File: src/rtl/jtag_host_ctrl.sv
// Purpose: host-side JTAG master; runs TAP reset, IR/DR scan and idle commands, returns captured TDO.
// Latency: N*2*ClkDiv+1 clk_i cycles from command handshake to rsp_valid_o (N = TCK cycles for the op).
// Backpressure: one command in flight; cmd_ready_o low until the response is taken, TCK parked low meanwhile.
// Ports: cmd_* command channel (valid/ready), rsp_* response channel (valid/ready),
//        tck_o/tms_o/tdi_o/tdo_i/trst_no JTAG pins. clk_i is the only clock, rst_ni async active-low.
module jtag_host_ctrl #(
    parameter int MaxLen = 64,
    parameter int ClkDiv = 2,
    parameter int LenW   = $clog2(MaxLen + 1)
) (
    input  logic              clk_i,
    input  logic              rst_ni,
    input  logic              cmd_valid_i,
    output logic              cmd_ready_o,
    input  logic [1:0]        cmd_op_i,
    input  logic [LenW-1:0]   cmd_len_i,
    input  logic [MaxLen-1:0] cmd_data_i,
    output logic              rsp_valid_o,
    input  logic              rsp_ready_i,
    output logic [MaxLen-1:0] rsp_data_o,
    output logic              tck_o,
    output logic              tms_o,
    output logic              tdi_o,
    input  logic              tdo_i,
    output logic              trst_no
);
    // One extra bit so the longest op (MaxLen+6 steps) still fits.
    localparam int StepW = LenW + 1;
    localparam int CntW  = (ClkDiv > 1) ? $clog2(ClkDiv) : 1;

    localparam logic [1:0] OpReset = 2'd0;
    localparam logic [1:0] OpIr    = 2'd1;
    localparam logic [1:0] OpDr    = 2'd2;

    typedef enum logic [1:0] {StIdle, StLow, StHigh, StResp} state_t;
    state_t state_q, state_d;

    logic              trst_q;
    logic [1:0]        op_q;
    logic [LenW-1:0]   len_q;
    logic [MaxLen-1:0] data_q;
    logic [MaxLen-1:0] cap_q;
    logic [StepW-1:0]  step_q;
    logic [StepW-1:0]  nsteps_q;
    logic [CntW-1:0]   cnt_q;
    logic              shift_q;
    logic [LenW-1:0]   idx_q;
    logic              tck_q, tms_q, tdi_q;

    logic [LenW-1:0]   len_eff;
    logic [StepW-1:0]  nsteps_in;
    logic              div_done;

    assign len_eff  = (cmd_len_i > LenW'(MaxLen)) ? LenW'(MaxLen) : cmd_len_i;
    assign div_done = (cnt_q == CntW'(ClkDiv - 1));

    always_comb begin
        case (cmd_op_i)
            OpReset: nsteps_in = StepW'(6);
            OpIr:    nsteps_in = StepW'(len_eff) + StepW'(6);
            OpDr:    nsteps_in = StepW'(len_eff) + StepW'(5);
            default: nsteps_in = StepW'(len_eff);
        endcase
    end

    // Decode of the step about to be driven on the next falling TCK edge.
    // From IDLE that is step 0 of the incoming command, otherwise step_q+1.
    logic [1:0]        dec_op;
    logic [LenW-1:0]   dec_len;
    logic [MaxLen-1:0] dec_data;
    logic [StepW-1:0]  dec_step, pre, rel;
    logic              dec_tms, dec_tdi, dec_shift;
    logic [LenW-1:0]   dec_idx;

    always_comb begin
        if (state_q == StIdle) begin
            dec_op   = cmd_op_i;
            dec_len  = len_eff;
            dec_data = cmd_data_i;
            dec_step = '0;
        end else begin
            dec_op   = op_q;
            dec_len  = len_q;
            dec_data = data_q;
            dec_step = step_q + StepW'(1);
        end
        // IR path walks Select-DR, Select-IR, Capture, Shift; DR path skips Select-IR.
        pre       = (dec_op == OpIr) ? StepW'(4) : StepW'(3);
        rel       = dec_step - pre;
        dec_idx   = rel[LenW-1:0];
        dec_tms   = 1'b0;
        dec_tdi   = 1'b0;
        dec_shift = 1'b0;
        case (dec_op)
            OpReset: dec_tms = (dec_step < StepW'(5));
            OpIr, OpDr: begin
                if (dec_step < pre) begin
                    dec_tms = (dec_op == OpIr) ? (dec_step < StepW'(2)) : (dec_step == '0);
                end else if (rel < StepW'(dec_len)) begin
                    dec_shift = 1'b1;
                    dec_tdi   = |(dec_data & (MaxLen'(1) << dec_idx));
                    dec_tms   = (rel == StepW'(dec_len) - StepW'(1));
                end else begin
                    // Exit1 -> Update on the first post-shift cycle, then back to Run-Test/Idle.
                    dec_tms = (rel == StepW'(dec_len));
                end
            end
            default: dec_tms = 1'b0;
        endcase
    end

    always_comb begin
        state_d = state_q;
        case (state_q)
            StIdle: begin
                if (cmd_valid_i && trst_q) begin
                    state_d = (cmd_op_i != OpReset && len_eff == '0) ? StResp : StLow;
                end
            end
            StLow:  if (div_done) state_d = StHigh;
            StHigh: begin
                if (div_done) begin
                    state_d = (step_q == nsteps_q - StepW'(1)) ? StResp : StLow;
                end
            end
            default: if (rsp_ready_i) state_d = StIdle;
        endcase
    end

    always_ff @(posedge clk_i or negedge rst_ni) begin
        if (!rst_ni) begin
            state_q <= StIdle;
        end else begin
            state_q <= state_d;
        end
    end

    always_ff @(posedge clk_i or negedge rst_ni) begin
        if (!rst_ni) begin
            trst_q   <= 1'b0;
            op_q     <= '0;
            len_q    <= '0;
            data_q   <= '0;
            cap_q    <= '0;
            step_q   <= '0;
            nsteps_q <= '0;
            cnt_q    <= '0;
            shift_q  <= 1'b0;
            idx_q    <= '0;
            tck_q    <= 1'b0;
            tms_q    <= 1'b0;
            tdi_q    <= 1'b0;
        end else begin
            trst_q <= 1'b1;
            // Half-period counter restarts on every phase change.
            cnt_q  <= (state_d != state_q) ? '0 : cnt_q + CntW'(1);

            if (state_q == StIdle && state_d != StIdle) begin
                op_q     <= cmd_op_i;
                len_q    <= len_eff;
                data_q   <= cmd_data_i;
                nsteps_q <= nsteps_in;
                cap_q    <= '0;
                step_q   <= '0;
            end

            // Falling TCK: TMS/TDI only ever change here.
            if (state_d == StLow && state_q != StLow) begin
                tck_q   <= 1'b0;
                tms_q   <= dec_tms;
                tdi_q   <= dec_tdi;
                shift_q <= dec_shift;
                idx_q   <= dec_idx;
                if (state_q == StHigh) step_q <= step_q + StepW'(1);
            end

            // Rising TCK: TDO was launched half a period earlier, sample it now.
            if (state_d == StHigh && state_q == StLow) begin
                tck_q <= 1'b1;
                if (shift_q) cap_q <= cap_q | (MaxLen'(tdo_i) << idx_q);
            end

            if (state_q == StHigh && state_d == StResp) begin
                tck_q <= 1'b0;
                tdi_q <= 1'b0;
            end
        end
    end

    assign cmd_ready_o = (state_q == StIdle) && trst_q;
    assign rsp_valid_o = (state_q == StResp);
    assign rsp_data_o  = cap_q;
    assign tck_o       = tck_q;
    assign tms_o       = tms_q;
    assign tdi_o       = tdi_q;
    assign trst_no     = trst_q;

endmodule

File: config.mk
export PLATFORM = sky130hd
export DESIGN_NAME = jtag_host_ctrl
export DESIGN_NICKNAME = d
export VERILOG_FILES = /design/src/rtl/jtag_host_ctrl.sv
export SDC_FILE = /design/constraint.sdc
export NUM_CORES = 1
export LEC_CHECK = 0
export BUFFER_PORTS_ARGS = -buffer_cell sky130_fd_sc_hd__buf_2
export CAP_MARGIN = 25
export CORE_UTILIZATION = 58
export CTS_CLUSTER_DIAMETER = 120
export DETAILED_ROUTE_END_ITERATION = 10
export PLACE_DENSITY_LB_ADDON = 0.1
export SYNTH_ARGS = -nofsm -noshare
export SYNTH_HDL_FRONTEND = slang
export SYNTH_SLANG_ARGS = --single-unit
File: constraint.sdc
create_clock -name clk_i -period 7.17 [get_ports clk_i]
set_input_delay 0.717 -clock clk_i [delete_from_list [all_inputs] [get_ports clk_i]]
set_output_delay 0.717 -clock clk_i [all_outputs]
set_load 0.03 [all_outputs]
== Word level (Yosys, flattened, before mapping) ==
Cells that the tools add are included.

* $add $sub $neg: 7
* Order comparisons: 5
* Eq/ne operators: 15
* Shifts and indexed selects: 2
* Mux-type cells: 36
* Bitwise logic cells: 2
* Reduce and logical (&&, ||, !) cells: 18

{| class="wikitable"
|+ Operator list
! cell !! number
|-
| $mux 64 || 4
|-
| $and 64x64->64 || 1
|-
| $or 64x64->64 || 1
|-
| $reduce_or 64->1 || 1
|-
| $shl 1x7->64 || 1
|-
| $shl 1x7->64 const A || 1
|-
| $mux 8 || 4
|-
| $pmux 8 s3 || 1
|-
| $add 7x3->8 const B || 2
|-
| $eq 8x8->1 || 2
|-
| $mux 1 || 15
|-
| $mux 2 || 7
|-
| $mux 7 || 2
|-
| $eq 2x2->1 const B || 6
|-
| $add 8x1->8 const B || 1
|-
| $eq 2x1->1 const B || 4
|-
| $eq 8x7->1 || 1
|-
| $logic_not 8->1 || 1
|-
| $lt 8x2->1 const B || 1
|-
| $lt 8x3->1 || 1
|-
| $lt 8x3->1 const B || 1
|-
| $lt 8x7->1 || 1
|-
| $sub 7x1->8 const B || 1
|-
| $sub 8x1->8 const B || 1
|-
| 14 further kinds || 24
|}

* Bits in registers: 168
* Bits of input ports: 78

== Logic depth before layout (Yosys ltp) ==
Gate-level depths: netlist (run 1).

* Depth in word-level cells: 13
* Depth in mapped cells: 25
* Gate-level depth less buffers: 17

== Least setup slack after synthesis (run 1) ==
OpenSTA, ideal clock, no wires.

* Kind: flip-flop to flip-flop
* Start: register state_q[1]
* End: register tms_q (netlist: tms_o)
* Setup time: 0.095 ns
* Data arrival time: 4.879 ns
* Data required time: 7.075 ns
* Path slack: 2.195 ns
* Stages on the path, launching flop included: 25
* Buffers on the path: 8
* Period minus slack after synthesis: 4.975 ns
* Cell sequence: dfrtp_1 or2_1 buf_6 buf_2 clkbuf_1 clkbuf_1 clkbuf_1 mux2i_1 ha_1 clkbuf_1 inv_1 o311ai_0 o21ai_1 or2_1 and3_1 buf_6 clkinv_8 buf_6 ha_1 a31oi_1 o21ai_0 and4_1 nor3b_1 o21ai_0 o31ai_1

* Longest elaborated chain between the ends: 9
* Elaborated cells between the ends (all ways): 32
* Those cells by class: add/sub: 2; order compare: 4; eq/ne: 8; mux: 13; reduce/logical: 5

{| class="wikitable"
|+ Ends and longest elaborated chain
! element !! line !! text
|-
| start: declaration || 36 || <nowiki>state_t state_q, state_d;</nowiki>
|-
| start signal: assignment || 132 || <nowiki>state_q <= StIdle;</nowiki>
|-
| start signal: assignment || 134 || <nowiki>state_q <= state_d;</nowiki>
|-
| $logic_not 2->1 || 76, 114 ||
|-
| $mux 2 || 76 || <nowiki>if (state_q == StIdle) begin</nowiki>
|-
| $eq 2x1->1 || 88, 94, 98 ||
|-
| $mux 3 || 88 || <nowiki>pre = (dec_op == OpIr) ? StepW'(4) : StepW'(3);</nowiki>
|-
| $sub 8x3->8 || 89 || <nowiki>rel = dec_step - pre;</nowiki>
|-
| $lt 8x7->1 (tied with other cells) || 99 || <nowiki>end else if (rel < StepW'(dec_len)) begin</nowiki>
|-
| $mux 1 || 99 ||
|-
| $mux 1 || 97 || <nowiki>if (dec_step < pre) begin</nowiki>
|-
| $pmux 1 s2 || 94 || <nowiki>case (dec_op)</nowiki>
|-
| end signal: assignment || 170 || <nowiki>tms_q <= dec_tms;</nowiki>
|-
| end: declaration || 48 || <nowiki>logic tck_q, tms_q, tdi_q;</nowiki>
|}

Several ways; a longest one is shown, not always the timed one.
A chain may end at the register's enable or synchronous reset.

== Worst setup path in the final report (run 1) ==
Same ends and word-level chain as after synthesis.

==> results of run 1 <==
==> Yosys cell counts, types with 6 or more instances <==
master,count,area share (%)
buf_1,6,0.23
a221oi_1,6,0.54
inv_1,23,0.89
mux2i_1,37,3.8
a21o_1,6,0.46
nand3_1,21,1.1
a21oi_1,110,5.7
nand2b_1,15,0.97
o21ai_0,35,1.8
or3_1,7,0.45
and3_1,14,0.90
nor4_1,10,0.64
buf_2,15,0.77
nor3_1,28,1.4
mux2_2,13,1.5
xor2_1,12,1.1
ha_1,16,2.1
nor2_1,120,4.6
xnor2_1,17,1.5
dfrtp_1,168,43
a2111oi_0,6,0.54
nand2_1,285,11
clkbuf_1,45,1.7
o22ai_1,7,0.45
a31oi_1,8,0.52
==> cell families after synthesis <==
logic type	Yosys count	synth area share, %
AO/OA/AOI/OAI	240	15.6
XOR/XNOR	34	3.58
buffers and inverters	96	4.38
adder cells (fa/ha/maj)	17	2.27
other	1	0.0386
multiplexers	55	6.40
AND/OR/NAND/NOR	539	24.4
flip-flops	168	43.3
==> path summary, 6_finish.rpt <==
path / startpoint / endpoint
setup reg to reg: state_q[1] / tms_o
hold reg to reg: data_q[45] / data_q[45]
min in group clk_i: cmd_data_i[29] / data_q[29]
max in group asynchronous: rst_ni / rsp_data_o[18]
hold / removal: rst_ni / nsteps_q[2]
setup / recovery: state_q[1] / tms_o
==> where the power goes <==
| group | switching, uW | internal, uW | total (uW) |
|---|---|---|---|
| clock | 447 | 464 | 911 |
| sequential | 0.394 | 947 | 948 |
| combinational | 45.4 | 25.8 | 71.1 |
==> through the flow <==
stage	instance area [sq um]	cells	hold WS [ns]	total power [uW]	setup slack [ns]
6_report	11200	1487	0.207	1930	1.90
3_3_place_gp	10500	1449	0.456	1040	2.16
5_1_grt	11200	1487	0.244	1990	1.41
2_1_floorplan	9720	1150	0.421	985	2.20
3_5_place_dp	10500	1452	0.461	1040	1.98
4_1_cts	11100	1484	0.463	1940	1.96
==> layer usage <==
layer	routed length (um)	global-route usage [%]	share of wire, %	vias to the layer above
met4	491	9.88	1.8	0
met5	0	0	0	-
li1	-	-	-	4187
met3	1590	5.29	5.9	41
met1	11800	45.2	44	4232
met2	12900	50.2	48	355
==> registers in the layout (all words and copies together) (netlist names), 2 cells and up <==
register / cells
data_q: 64
nsteps_q: 8
step_q: 8
op_q: 2
len_q: 7
state_q: 2
idx_q: 7
rsp_data_o: 64
==> cell type report <==
cell class	instances	share of cell area [%]
multi-input cells	886	45.9
flip-flops and latches	168	37.7
repair buffers	158	7.85
clock buffers	17	3.81
well taps	216	2.42
clock inverters	15	1.36
inverters	26	0.987
diodes	1	0.0224
==> worst register-to-register path, stage by stage (launching register included) <==
cell and delay, ns:
dfrtp_1 0.66, or2_2 0.45, buf_4 0.45, mux2i_1 0.35
ha_1 0.41, inv_1 0.13, o311ai_0 0.43, o21ai_1 0.18
nor3_1 0.32, xor2_2 0.38, ha_1 0.31, nand2_1 0.08
nor2_1 0.06, a221oi_2 0.30, nor3b_1 0.29, o21ai_0 0.13
o31ai_1 0.23
==> metrics.txt, run 1 <==
Hold Crit Class=in2async; Worst path most repeated cell=ha_1; die area=17300 sq um; CTS tree=done; vias=8815; worst endpoint data arrival time=5.61 ns; Fmax achieved=190 MHz; DRC viols=0; Root Buffer=clkbuf_16; Die Y-Extent=131 um; fraction of registers with async set/reset=100%; max_cap viols=0; Yosys reg bits=168; cell depth of the worst setup path=16; DR iter-0 viols=829; max-slew violations=0; Clock Path Buffers=2; CP Data Required Time=7.52 ns; max_slew headroom=33.6%; Rows=46; Final Cycle Share=73.5%; worst-margin pin slew=0.990 ns; Tot GR Track Use=31.9%; final hold vios=0; status=complete, no violations; initial antenna violation count=1; LEAKAGE=0.00552 uW; crit path launch type=register; Clk pin slew, worst setup/hold paths=0.07 ns; critical path's top delay family=compound AO/OA/AOI/OAI gates; PwrDens=173 nW/um^2; Routed Antenna Nets=0; Pre-antenna DRT Iters=5; ys flop type=dfrtp_1; Initial Utilization=60.3%; Mapped Cells=1150; IO buf count=147; Setup Fix Bufs, Post-CTS=0; CORE AREA=16100 sq um; Sink Count=168; Critical-path top delay cell=dfrtp_1; multi-input logic area=5120 sq um; number of synthesized flops with an enable pin=0; most frequent cells in the layout=285 x nand2_1, 168 x dfrtp_1, 146 x buf_2, 120 x nor2_1, 110 x a21oi_1; crit path time final=5.27 ns; Critical Setup Path Class=reg2reg; Buf/Inv on CP=2; Unique masters post-synth=84; Max stage delay on crit path=0.66 ns; Final Setup Violations=0; total gr overflow=0; worst reg2reg setup slack=1.90 ns; cts hold-fix bufs=0; share of layout cells above drive strength 1=18.4%; Reg area=4200 sq um; crit-path cells=or2_2 > buf_4 > mux2i_1 > ha_1 > inv_1 > o311ai_0 > o21ai_1 > nor3_1 > xor2_2 > ha_1 > nand2_1 > nor2_1 > a221oi_2 > nor3b_1 > o21ai_0 > o31ai_1; H-Tree Depth=4; Crit Path Max Fanout=37; clk_lat worst skew=0.44 ns; YS warnings=0; syn_nets=1245; DRT Wirelength=26800 um; Clock Skew=0.00769 ns; number of global-route vias before repair=8313; Area growth syn-to-layout=14.8%; setup_tns=0 ns; routed len/inst=18.0 um; post_cts resized=0; largest net degree at the start of global routing=108; IO Pins=148; final core utilization=69.2%; sequential area share after synthesis=43.3%; synthesized area per cell=8.45 sq um; Placer Congestion=0.901; CP Capture Type=register; Layout Nets=1352; Inserted Clock Buffers=17; most common cell after layout, fill and taps aside=nand2_1; vias per cell=5.93; Mapped Area=9720 sq um; Fill cells=1362; first-pass GRT wire length=43800 um; R2R cell count=16; Die Wd=131 um; RSZ-0062 raised after global routing=false; HPWL after DPL=18300 um; Worst VDD drop=0.000215 V
Note: power is estimated with default switching activity, not from simulation.
==> inputs of run 2 (changes only) <==
Clock period 7.17 ns to 5.2 ns, I/O delays scaled along.
==> metrics.txt, run 2 (synthesis gave the netlist of run 1 again) <==
status=complete, no violations (unchanged); HPWL after DPL=18600 um (was 18300 um); CP Data Required Time=5.54 ns (was 7.52 ns); number of global-route vias before repair=8278 (was 8313); Area growth syn-to-layout=15.3% (was 14.8%); vias per cell=5.90 (was 5.93); Worst path most repeated cell=o21ai_0 (was ha_1); Setup Fix Bufs, Post-CTS=0 (unchanged); clk_lat worst skew=0.44 ns (about the same); CTS tree=done (unchanged); Final Setup Violations=0 (unchanged); LEAKAGE=0.00555 uW (was 0.00552 uW); Rows=46 (unchanged); max_slew headroom=34.3% (was 33.6%); most frequent cells in the layout=285 x nand2_1, 168 x dfrtp_1, 146 x buf_2, 120 x nor2_1, 110 x a21oi_1 (unchanged); H-Tree Depth=4 (unchanged); Routed Antenna Nets=0 (unchanged); RSZ-0062 raised after global routing=false (unchanged); Final Cycle Share=86.6% (was 73.5%); Fill cells=1339 (was 1362); CORE AREA=16100 sq um (unchanged); worst endpoint data arrival time=4.85 ns (was 5.61 ns); die area=17300 sq um (unchanged); Die Wd=131 um (unchanged); Sink Count=168 (unchanged); setup_tns=0 ns (unchanged); Fmax achieved=222 MHz (was 190 MHz); first-pass GRT wire length=43800 um (about the same); Inserted Clock Buffers=17 (unchanged); Pre-antenna DRT Iters=5 (unchanged); crit path time final=4.50 ns (was 5.27 ns); largest net degree at the start of global routing=94 (was 108); Critical-path top delay cell=and3_1 (was dfrtp_1); IO Pins=148 (unchanged); Root Buffer=clkbuf_16 (unchanged); vias=8817 (was 8815); hold slack=0.101 ns (was 0.207 ns); share of layout cells above drive strength 1=18.9% (was 18.4%); IO buf count=147 (unchanged); Power Total=2680 uW (was 1930 uW); Critical Setup Path Class=reg2reg (unchanged); Clk pin slew, worst setup/hold paths=0.07 ns (about the same); cts hold-fix bufs=0 (unchanged); post_cts resized=0 (unchanged); Die Y-Extent=131 um (unchanged); Layout Nets=1359 (was 1352); Tot GR Track Use=32.0% (was 31.9%); most common cell after layout, fill and taps aside=nand2_1 (unchanged); worst-margin pin slew=0.986 ns (was 0.990 ns); Worst VDD drop=0.000230 V (was 0.000215 V); Placer Congestion=0.937 (was 0.901); crit path launch type=register (unchanged); initial antenna violation count=0 (was 1); Crit Path Max Fanout=26 (was 37); total gr overflow=0 (unchanged); Clock Path Buffers=2 (unchanged); DRC viols=0 (unchanged); Clock Skew=0.00981 ns (was 0.00769 ns); max-slew violations=0 (unchanged); DRT Wirelength=26500 um (was 26800 um); final core utilization=69.5% (was 69.2%); Initial Utilization=60.3% (unchanged); crit-path cells=or2_2 > mux2i_1 > ha_1 > inv_1 > o311ai_0 > or3_1 > and3_1 > clkinv_8 > ha_1 > o21ai_0 > o21ai_0 > nor2_1 > a2111oi_0 > o21ai_0 > o31ai_1 (was or2_2 > buf_4 > mux2i_1 > ha_1 > inv_1 > o311ai_0 > o21ai_1 > nor3_1 > xor2_2 > ha_1 > nand2_1 > nor2_1 > a221oi_2 > nor3b_1 > o21ai_0 > o31ai_1); DR iter-0 viols=906 (was 829); PwrDens=239 nW/um^2 (was 173 nW/um^2); routed len/inst=17.7 um (was 18.0 um); CP Capture Type=register (unchanged); max_cap viols=0 (unchanged); Max stage delay on crit path=0.47 ns (was 0.66 ns); final hold vios=0 (unchanged); Hold Crit Class=in2async (unchanged)
[run 2: changes by cell type in the layout (fill, tap and decap cells not counted), sizes merged]
| cell | change |
|---|---|
| clkinvlp | -2 |
| inv | -4 |
| clkinv | +6 |
| buf | +7 |
[run 2: area by class of cell]
class	count	area, sq um	share of cell area [%]
multi-input cells	886	5120	45.7
flip-flops and latches	168	4200	37.5
clock buffers	17	425	3.80
well taps	216	270	2.41
inverters	26	110	0.983
clock inverters	15	180	1.61
repair buffers	165	888	7.93
diodes	1	2.50	0.0223
[run 2: report_power, final]
group / switching (uW) / internal (uW) / total, uW
combinational: 62.2 / 33.8 / 96.0
sequential: 0.592 / 1310 / 1310
clock: 624 / 649 / 1270
total: 687 / 1990 / 2680
[run 2: metal layers]
layer  vias up  track usage, %  part of all wire (%)
li1       4189               -                     -
met4         0            11.8                   2.4
met5         -               0                     0
met1      4223            46.4                    45
met3        49            4.36                   6.0
met2       356            48.9                    47
[run 2: final timing paths]
check                                    start             end  slack (ns)  cells past startpoint
worst max register to register      state_q[0]           tms_o        0.70                     15
max in group asynchronous               rst_ni  rsp_data_o[16]        3.97                      2
worst max-delay path                state_q[0]           tms_o        0.70                     15
min in group clk_i              cmd_data_i[13]      data_q[13]        0.27                      3
worst min-delay path                    rst_ni      state_q[0]        0.10                      1
worst min register to register      data_q[11]      data_q[11]        0.47                      2
[run 2: critical path, delay by kind of cell (launching register included)]
| family | cells | cell delay (ns) |
|---|---|---|
| buffers and inverters | 2 | 0.35 |
| DFF | 1 | 0.38 |
| AOI/OAI and AO/OA | 6 | 1.43 |
| adders and majority gates | 2 | 0.79 |
| and+or+nand+nor | 4 | 1.16 |
| muxes | 1 | 0.28 |
[run 2: stage by stage]
stage,instances,instance area [sq um],setup slack (ns)
finish,1494,11200,0.695
global route,1493,11200,0.240
CTS,1493,11200,0.726
detailed placement,1461,10600,0.718
global placement,1458,10600,0.766
floorplan,1150,9720,0.225
